## config.mk

```make
export PLATFORM = sky130hd
export DESIGN_NAME = alu_uart_interface
export DESIGN_NICKNAME = d
export VERILOG_FILES = /design/src/rtl/alu_uart_interface.sv
export SDC_FILE = /design/constraint.sdc
export NUM_CORES = 1
export LEC_CHECK = 0
export BUFFER_PORTS_ARGS = -buffer_cell sky130_fd_sc_hd__buf_2
export CAP_MARGIN = 25
export CORE_MARGIN = 5
export CORE_UTILIZATION = 54
export CTS_CLUSTER_SIZE = 30
export DETAILED_ROUTE_END_ITERATION = 6
export GPL_ROUTABILITY_DRIVEN = 1
export PLACE_DENSITY_LB_ADDON = 0.12
export SETUP_SLACK_MARGIN = 0.4
export SYNTH_ARGS = -nofsm -noshare
export SYNTH_HDL_FRONTEND = slang
export SYNTH_SLANG_ARGS = --single-unit
```

## constraint.sdc

```tcl
create_clock -name i_clk -period 3.6 [get_ports i_clk]
set_clock_uncertainty 0.05 [all_clocks]
set_input_delay 0.54 -clock i_clk [delete_from_list [all_inputs] [get_ports i_clk]]
set_output_delay 0.54 -clock i_clk [all_outputs]
set_load 0.01 [all_outputs]
```

## src/rtl/alu_uart_interface.sv

```systemverilog
// Byte-stream sequencer: loads A, B and opcode into the ALU, then returns ALU_Result as one UART byte.
// Optional opcode validation is enabled with the ALU_IF_OPCHECK_EN macro.
module alu_uart_interface #(
  parameter int NBITS       = 8,
  parameter int COD_OP      = 6,
  parameter int TIMEOUT_CYC = 1000000
) (
  input  logic              i_clk,
  input  logic              i_reset,
  input  logic [NBITS-1:0]  i_rx_data,
  input  logic              i_rx_valid,
  input  logic              i_tx_done,
  output logic [NBITS-1:0]  o_tx_data,
  output logic              o_tx_start,
  output logic [NBITS-1:0]  operando_A,
  output logic [NBITS-1:0]  operando_B,
  output logic [COD_OP-1:0] cod_operacion,
  input  logic [NBITS-1:0]  ALU_Result,
  output logic              o_busy,
  output logic              o_error
);

  localparam logic [2:0] GET_A   = 3'd0;
  localparam logic [2:0] GET_B   = 3'd1;
  localparam logic [2:0] GET_OP  = 3'd2;
  localparam logic [2:0] EXEC    = 3'd3;
  localparam logic [2:0] WAIT_TX = 3'd4;

  // A zero timeout still needs a 1-bit counter to keep the declarations legal.
  localparam int TW = (TIMEOUT_CYC > 0) ? $clog2(TIMEOUT_CYC + 1) : 1;
  localparam logic [TW-1:0] TO_VAL = TW'(TIMEOUT_CYC);

  logic [2:0]    r_state;
  logic [TW-1:0] r_cnt;
  logic [TW-1:0] w_cnt_next;
  logic          w_counting;
  logic          w_expire;

`ifdef ALU_IF_OPCHECK_EN
  function automatic logic op_supported(input logic [COD_OP-1:0] op);
    case (op)
      COD_OP'(6'h20), COD_OP'(6'h22), COD_OP'(6'h24), COD_OP'(6'h25),
      COD_OP'(6'h26), COD_OP'(6'h27), COD_OP'(6'h03), COD_OP'(6'h02): op_supported = 1'b1;
      default: op_supported = 1'b0;
    endcase
  endfunction
`else
  assign o_error = 1'b0;
`endif

  assign o_busy     = (r_state != GET_A);
  assign w_counting = (r_state == GET_B) || (r_state == GET_OP);
  assign w_cnt_next = (r_cnt == {TW{1'b1}}) ? r_cnt : r_cnt + TW'(1);
  // A byte arriving on the expiry cycle wins over the timeout.
  assign w_expire   = (TIMEOUT_CYC != 0) && w_counting && !i_rx_valid && (w_cnt_next == TO_VAL);

  always_ff @(posedge i_clk or posedge i_reset) begin
    if (i_reset) begin
      r_state       <= GET_A;
      r_cnt         <= '0;
      o_tx_data     <= '0;
      o_tx_start    <= 1'b0;
      operando_A    <= '0;
      operando_B    <= '0;
      cod_operacion <= '0;
`ifdef ALU_IF_OPCHECK_EN
      o_error       <= 1'b0;
`endif
    end else begin
      o_tx_start <= 1'b0;
      if (w_counting && !i_rx_valid && !w_expire) begin
        r_cnt <= w_cnt_next;
      end else begin
        r_cnt <= '0;
      end

      case (r_state)
        GET_A: begin
          if (i_rx_valid) begin
            operando_A <= i_rx_data;
            r_state    <= GET_B;
`ifdef ALU_IF_OPCHECK_EN
            o_error    <= 1'b0;
`endif
          end
        end
        GET_B: begin
          if (i_rx_valid) begin
            operando_B <= i_rx_data;
            r_state    <= GET_OP;
          end else if (w_expire) begin
            r_state <= GET_A;
          end
        end
        GET_OP: begin
          if (i_rx_valid) begin
`ifdef ALU_IF_OPCHECK_EN
            if (op_supported(i_rx_data[COD_OP-1:0])) begin
              cod_operacion <= i_rx_data[COD_OP-1:0];
              r_state       <= EXEC;
            end else begin
              o_error <= 1'b1;
              r_state <= GET_A;
            end
`else
            cod_operacion <= i_rx_data[COD_OP-1:0];
            r_state       <= EXEC;
`endif
          end else if (w_expire) begin
            r_state <= GET_A;
          end
        end
        EXEC: begin
          o_tx_data  <= ALU_Result;
          o_tx_start <= 1'b1;
          r_state    <= WAIT_TX;
        end
        WAIT_TX: begin
          if (i_tx_done) begin
            r_state <= GET_A;
          end
        end
        default: r_state <= GET_A;
      endcase
    end
  end

endmodule

```

After elaboration in Yosys (flattened, before gate mapping) --
Cells that the tools add are included.
Storage, ports and cells: bits in registers 54, bits of input ports 20
Cells by class: add/sub/neg operators 1, equality and inequality tests 8, multiplexer cells 9, reduce and logical (&&, ||, !) cells 12
Operator list (number):
- $eq A20 B20 Y1 const B | 2
- $mux W20 | 2
- $add A20 B1 Y20 const B | 1
- $mux W3 | 5
- $pmux W3 S5 | 1
- $reduce_and A2 Y1 | 4
- $eq A3 B2 Y1 const B | 2
- $ne A2 B2 Y1 const B | 2
- $eq A3 B1 Y1 const B | 1
- $eq A3 B3 Y1 const B | 1
- $logic_and A1 B1 Y1 | 3
- $logic_not A3 Y1 | 1
- $reduce_bool A3 Y1 | 1
- $logic_not A1 Y1 | 2
- $logic_or A1 B1 Y1 | 1
- $mux W1 | 1

Longest topological paths before layout --
Gate-level depths: netlist of the first run.
depth in word-level cells 7, depth in mapped cells 10, gate-level depth less buffers 8

Worst setup path after synthesis of the first run --
OpenSTA, ideal clock, no wires.
path kind register to register, from register r_cnt[0], to register r_cnt[15], arrival 2.580 ns, data required time 3.407 ns, path slack 0.828 ns, cell stages (with the launch flop) 10, buffers on the path 1, clock period less this slack 2.772 ns, cells stage by stage dfrtp_1 > ha_1 > nand3_1 > or4_1 > o21ai_0 > nand2_1 > a2111oi_0 > a311o_2 > buf_6 > a211oi_1
Between the ends: cells in the longest elaborated chain, start to end 7, elaborated cells on any way between the ends 8, those cells by class 1 x add/sub; 2 x eq/ne; 2 x mux; 3 x reduce/logical
Ends and longest elaborated chain:
- start, declared | RTL line 34 | logic [TW-1:0] r_cnt;
- start signal, assigned | RTL line 72 | r_cnt <= w_cnt_next;
- $add A20 B1 Y20 or $eq A20 B20 Y1 (tied branches) | RTL line 53 | assign w_cnt_next = (r_cnt == {TW{1'b1}}) ? r_cnt : r_cnt + TW'(1);
- $mux W20 * | RTL line 53
- $eq A20 B20 Y1 | RTL line 55 | assign w_expire = (TIMEOUT_CYC != 0) && w_counting && !i_rx_valid && (w_cnt_next == TO_VAL);
- $logic_and A1 B1 Y1 | RTL line 55
- $logic_not A1 Y1 | RTL line 71 | if (w_counting && !i_rx_valid && !w_expire) begin
- $logic_and A1 B1 Y1 | RTL line 71
- $mux W20 * | RTL line 71
Mark *: on every way between the ends. The rest lies on a longest branch, timed or not. A chain may end at the register's enable or synchronous reset.

Worst setup path in the final report of the first run --
from register r_cnt[0], to register r_cnt[4]
The elaborated chain is that of the path after synthesis.

==> reports/qor.yml, run 1 <==
postRouteWirelength_um: 5540
via_count: 1990
track_usage: 0.191
synth_top_area_cell: "dfrtp_1"
viasPerCell: 5.32
yosysMostFrequentCell: "dfrtp_1"
tightest_slew_ns: 0.791
yosysTopAreaCellShare: 0.516
setup.worst_path.end_class: "flop"
synth_cells: 246
timing.fmax_mhz: 337
cts_inserted_buffers: 5
crit_arrival_ns: 3.11
min_path_type: "input port to asynchronous set/reset pin"
synthTopCellsByArea: "dfrtp_1 (52%), mux2_2 (9.5%), nand2_1 (5.5%)"
cts_root_buf: "clkbuf_8"
syn_area_um2: 2620
yosys.cell_types.count: 44
synth_top_flop_cell: "dfrtp_1"
gr-total-overflow: 0
ios: 53
status: "complete, no violations"
die_area_um2: 6340
area.growth.synth_to_final_pct: 18.5
cts_max_level: 2
drc_errors: 0
grt_max_degree: 40
clk_latency_ns: 0.30
start_util: 0.554
rows: 25
dp.final_hpwl_um: 4030
p_leak_nw: 1.41
vdd_ir_drop_max_mv: 0.492
crit_fanout: 12
place.port_buffers: 51
grt_pass1_wl_um: 9520
place.gp.congestion: 0.896
maxSlewViolCount: 0
synth-seq-area-share: 0.516
setup_tns_ns: 0
path_class: "flop to flop"
antenna_cells: 0
ys.warnings.count: 0
synth_edf_count: 0
min_period_over_period: 0.825
drive_gt1_frac: 0.349
required_ns: 3.74
cts_tree: "done"
die_h_um: 79.6
max_cap_viol_count: 0
postRouteAntennaNets: 0
final_core_util: 0.656
first_pass_iters: 4
antenna_found_initial: 0
post-route-min-period_ns: 2.97
async_flop_share: 1.00
yosys-top-cells-count: "dfrtp_1 (54), nand2_1 (38), mux2_2 (22), nor3_1 (20), xnor2_1 (13)"
first_global_vias: 2057
rsz0062_at_grt: "false"
ys_ff_latch: 54
hold_viol: 0
relSlewSlack: 0.472
cts.path.max_buffers: 2
cts.sinks: 54
critPathLaunchType: "flop"
setup-violations-final: 0
fp.dieW_um: 79.6
synth_nets: 267
core_area_um2: 4720
p_total_mw: 2.06
avgSynthCellArea_um2: 10.6
wl_per_cell_um: 14.8
fin_nets: 327
cts_hold_buf: 0
drt_iter0_markers: 115
clk_pin_slew_ns: 0.09
powerDensity_nw_per_um2: 665
layout by cell type, fill, tap and decap left out, types with 6 or more instances in the layout:
| cell | count |
|---|---|
| buf_2 | 51 |
| a211oi_1 | 7 |
| mux2_2 | 22 |
| dfrtp_1 | 53 |
| nor3_1 | 20 |
| clkbuf_8 | 6 |
| xnor2_1 | 13 |
| xor2_1 | 6 |
| nand2_1 | 38 |
| a21oi_1 | 6 |
| buf_4 | 13 |
| nor2_1 | 9 |
| nand3_1 | 7 |
where the power goes:
part           internal [mW]  total (mW)  leakage (nW)  switching, mW
clock                  0.155       0.349        0.0472          0.194
combinational          0.363       0.782         0.675          0.418
sequential             0.807       0.930         0.687          0.123
kinds of logic after synthesis:
logic type / Yosys count / synth area share
adder cells (fa/ha/maj): 1 / 0.00478
buffers and inverters: 17 / 0.0330
other: 1 / 0.00143
flip-flops: 54 / 0.517
AND/OR/NAND/NOR: 101 / 0.198
AO/OA/AOI/OAI: 29 / 0.0808
XOR/XNOR: 19 / 0.0636
multiplexers: 24 / 0.102
flip-flops by register name (all words and copies together), names as in the netlist:
register	cells
cod_operacion	6
o_tx_data	8
o_tx_start	1
operando_A	8
operando_B	8
r_cnt	20
r_state	3
per-stage QoR:
stage,hold WS [ns],instance area (um2),instances,worst slack (ns)
after floorplan,0.464,2620,246,0.828
after global placement,0.403,2970,364,0.425
after detailed placement,0.408,2970,364,0.307
after CTS,0.357,3080,374,0.457
after global routing,0.364,3100,374,0.402
final,0.327,3100,374,0.630
worst paths after layout:
kind,startpoint,to,slack (ns),cells past startpoint
min,i_reset,r_cnt[17],0.33,2
max reg2reg,r_cnt[0],r_cnt[4],0.63,12
max in group asynchronous,i_reset,operando_B[0],2.46,3
min reg2reg,o_tx_data[2],o_tx_data[2],0.43,2
max,r_cnt[0],r_cnt[4],0.63,12
min in group i_clk,ALU_Result[3],o_tx_data[3],0.37,3
critical path, stage by stage (launching register included):
cell and delay, ns:
dfrtp_2 0.42, ha_2 0.23, nand3_2 0.16, buf_4 0.21, nor4_4 0.18, buf_4 0.19
nand2_1 0.15, a21oi_1 0.17, a2111oi_0 0.07, buf_4 0.15, a311o_2 0.32, buf_4 0.19
a2111oi_1 0.36
metal layers:
layer / track usage / wire length, um / vias to the layer above
li1: - / - / 986
met1: 0.239 / 2500 / 956
met2: 0.321 / 2720 / 42
met3: 0.0519 / 255 / 6
met4: 0.0619 / 59 / 0
met5: 0 / 0 / -
layout make-up:
| class | instances | area, um2 |
|---|---|---|
| clock buffers | 6 | 82.6 |
| clock inverters | 2 | 12.5 |
| multi-input cells | 175 | 1190 |
| repair buffers | 64 | 353 |
| inverters | 6 | 22.5 |
| well taps | 67 | 83.8 |
| flip-flops and latches | 54 | 1350 |
| fillers | 399 | 1620 |
timing repair:
| action | 4_1_cts | 5_1_grt |
|---|---|---|
| resized for setup | 0 | 6 |
| endpoints found under the setup margin | 21 | 22 |
| pin swaps | 1 | 0 |
| endpoints found under the hold margin | 0 | 0 |
| setup buffers | 2 | 0 |
No activity file was read; power rests on OpenSTA's default activity.
==> run 2, diff against run 1 <==
--- a/config.mk
+++ b/config.mk
@@ -5,10 +5,11 @@
 export SDC_FILE = /design/constraint.sdc
 export NUM_CORES = 1
 export LEC_CHECK = 0
+export ABC_AREA = 1
 export BUFFER_PORTS_ARGS = -buffer_cell sky130_fd_sc_hd__buf_2
 export CAP_MARGIN = 25
 export CORE_MARGIN = 5
-export CORE_UTILIZATION = 54
+export CORE_UTILIZATION = 55
 export CTS_CLUSTER_SIZE = 30
 export DETAILED_ROUTE_END_ITERATION = 6
 export GPL_ROUTABILITY_DRIVEN = 1
==> constraint.sdc (replaced) <==
create_clock -name i_clk -period 2.8 [get_ports i_clk]
set_clock_uncertainty 0.05 [all_clocks]
set_input_delay 0.42 -clock i_clk [delete_from_list [all_inputs] [get_ports i_clk]]
set_output_delay 0.42 -clock i_clk [all_outputs]
set_load 0.01 [all_outputs]
==> run 2 against run 1 <==
Setup slack worse by 0.037 ns. Flip-flop and latch count did not move. Highest routed layer unchanged. Die area up 7.1%. Total power increased by 20%. Sequential power is 24% higher.
==> reports/qor.yml, run 2 <==
synth_top_flop_cell: "dfrtp_1"
postRouteAntennaNets: 0  # unchanged
rsz0062_at_grt: "false"
final_common_cell: "nand2_1"
rrSetupSlack_ns: 0.59  # -0.04 ns
synth_top_area_cell: "dfrtp_1"
synth-seq-area-share: 0.469  # -0.0473
fin_area_um2: 3340  # +7.7%
cts_tree: "done"
cts_max_level: 2  # unchanged
fin_nets: 439  # +34%
cp_num_cells: 13  # +1
die_area_um2: 6780  # +7.1%
reg2reg_to: "r_cnt[1]"
regMostFlops: "r_cnt"
drc_errors: 0  # unchanged
ys_ff_latch: 54  # unchanged
cp_top_family: "simple AND/OR/NAND/NOR gates"
antenna_found_initial: 0  # unchanged
timing.fmax_mhz: 453  # +35%
tightest_slew_ns: 0.553  # -0.238 ns
synth_cells: 357  # +45%
yosysMostFrequentCell: "nand2_1"
rows: 26  # +4.0%
viasPerCell: 4.80  # -9.8%
cts_inserted_buffers: 5  # unchanged
r2r-start: "r_cnt[0]"
place.gp.congestion: 0.916  # +2.2%
vdd_ir_drop_max_mv: 0.527  # +7.0%
p_total_mw: 2.47  # +20%
setup.worst_path.end_class: "flop"
placed_area_um2: 3200  # +7.4%
dp.final_hpwl_um: 4590  # +14%
path_cells: "ha_1, nand2_2, nor2_4, nand2_4, nor3_2, buf_4, nand2_2, nand3_2, nor2_2, nand4_4, nand3_4, buf_4, nor2_1"
drive_gt1_frac: 0.246  # -0.102
whs_path_depth: 2
p_leak_nw: 1.64  # +16%
holdWs_ns: 0.242  # -0.0857 ns
yosys.cell_types.count: 31  # -30%
relSlewSlack: 0.630  # +0.158
grt_pass1_wl_um: 9940  # +4.4%
required_ns: 2.98  # -0.76 ns
path_class: "flop to flop"
antenna_cells: 0  # unchanged
fp.dieW_um: 82.4  # +3.5%
critPathBufInv: 2  # -2
die_h_um: 82.4  # +3.5%
yosys-top-cells-count: "nand2_1 (111), dfrtp_1 (54), inv_1 (43), nor2_1 (36), o21ai_0 (26)"
first_pass_iters: 5  # +1
clk_latency_ns: 0.30  # about the same
yosysTopAreaCellShare: 0.469  # -0.0473
place.port_buffers: 51  # unchanged
slowest_stage: "dfrtp_1"
largest_reg_flops: 20  # unchanged
ys.warnings.count: 0  # unchanged
postRouteWirelength_um: 6020  # +8.6%
drt_iter0_markers: 124  # +7.8%
cts.path.max_buffers: 2  # unchanged
synth_edf_count: 0  # unchanged
status: "complete, no violations"
synth_nets: 378  # +42%
first_global_vias: 2210  # +7.4%
avgSynthCellArea_um2: 8.07  # -24%
grt_max_degree: 26  # -35%
maxSlewViolCount: 0  # unchanged
hold_viol: 0  # unchanged
synthTopCellsByArea: "dfrtp_1 (47%), nand2_1 (14%), nor2_4 (7.0%)"
gr-total-overflow: 0  # unchanged
core_area_um2: 5110  # +8.1%
setup-violations-final: 0  # unchanged
post-route-min-period_ns: 2.21  # -0.763 ns
setup_tns_ns: 0  # unchanged
syn_area_um2: 2880  # +10%
start_util: 0.564  # +0.0100
via_count: 2341  # +18%
crit_arrival_ns: 2.39  # -0.72 ns
powerDensity_nw_per_um2: 739  # +11%
nFillCells: 463  # +16%
most-common-layout-cells: "nand2_1 (111), dfrtp_1 (54), buf_2 (51), inv_1 (42), nor2_1 (35)"
max_stage_delay_ns: 0.41  # about the same
final_core_util: 0.654  # -0.00282
crit_end: "r_cnt[1]"
cts.sinks: 54  # unchanged
track_usage: 0.192  # about the same
cts_root_buf: "clkbuf_8"
area.growth.synth_to_final_pct: 15.9
min_period_over_period: 0.788  # -0.0369
max_cap_viol_count: 0  # unchanged
clk_pin_slew_ns: 0.09  # about the same
min_path_type: "input port to flop"
critPathLaunchType: "flop"
async_flop_share: 1.00  # unchanged
crit_fanout: 10  # -2
wl_per_cell_um: 12.3  # -17%
startpoint: "r_cnt[0]"
worst_r2r_path_depth: 13  # +1
ios: 53  # unchanged
==> run 2: cell types whose count changed in the layout (fill, tap and decap cells not counted), sizes merged, moves of 5 or more <==
| cell | change |
|---|---|
| nand2 | +79 |
| nand3 | +12 |
| buf | -5 |
| nor3 | -16 |
| xnor2 | -11 |
| inv | +38 |
| nor2 | +51 |
| nor4 | -6 |
| mux2 | -22 |
| a211oi | -7 |
| o21ai | +23 |
==> run 2: area by class of cell <==
type	instances	area (um2)	share of cell area
clock buffers	6	72.6	0.0217
clock inverters	1	7.51	0.00225
inverters	44	165	0.0495
multi-input cells	253	1320	0.394
flip-flops and latches	54	1350	0.405
well taps	70	87.6	0.0262
repair buffers	60	338	0.101
==> run 2: per-stage QoR <==
stage	std cells	setup WS [ns]
after floorplan	357	0.746
after global placement	475	0.497
after detailed placement	475	0.434
after CTS	483	0.420
after global routing	488	0.409
final	488	0.593
==> run 2: routing by layer <==
layer,track usage,share of wire,up-vias
li1,-,-,1222
met1,0.265,0.46,1041
met2,0.288,0.45,67
met3,0.0499,0.067,11
met4,0.0731,0.021,0
met5,0,0,-
==> run 2: kinds of logic (layout without fill, tap and decap cells) <==
family,after synthesis,count (layout),synth area share
DFF,54,54,0.469
other,1,1,0.00130
adders and majority gates,1,1,0.00434
xor gates and xnor gates,4,4,0.0122
AOI/OAI and AO/OA,31,31,0.0547
buffers and inverters,50,111,0.0747
and+or+nand+nor,216,216,0.384
==> run 2: worst register-to-register path, stage by stage (launching register included) <==
cell and delay [ns]:
dfrtp_1 0.41, ha_1 0.23, nand2_2 0.09, nor2_4 0.14
nand2_4 0.10, nor3_2 0.22, buf_4 0.21, nand2_2 0.07
nand3_2 0.07, nor2_2 0.05, nand4_4 0.11, nand3_4 0.12
buf_4 0.17, nor2_1 0.09
==> run 2: power by group <==
| group | internal (mW) | total [mW] | switching, mW |
|---|---|---|---|
| Clock | 0.172 | 0.410 | 0.238 |
| Combinational | 0.359 | 0.910 | 0.551 |
| Sequential | 1.01 | 1.15 | 0.134 |
==> run 2: what timing repair did <==
| item | in CTS | in global routing |
|---|---|---|
| setup endpoints to repair | 0 | 19 |
| setup buffers | 0 | 5 |
| hold buffers | 1 | 0 |
| resized for setup | 0 | 1 |
| hold endpoints to repair | 10 | 0 |
==> run 2: how the worst min path moves through the flow <==
stage,start,to,slack (ns)
after floorplan,o_tx_data[0],o_tx_data[0],0.47
after global placement,i_reset,operando_A[5],0.30
after detailed placement,i_reset,operando_A[5],0.30
after CTS,i_tx_done,r_state[2],0.23
after global routing,i_tx_done,r_state[2],0.23
final,i_tx_done,r_state[2],0.24
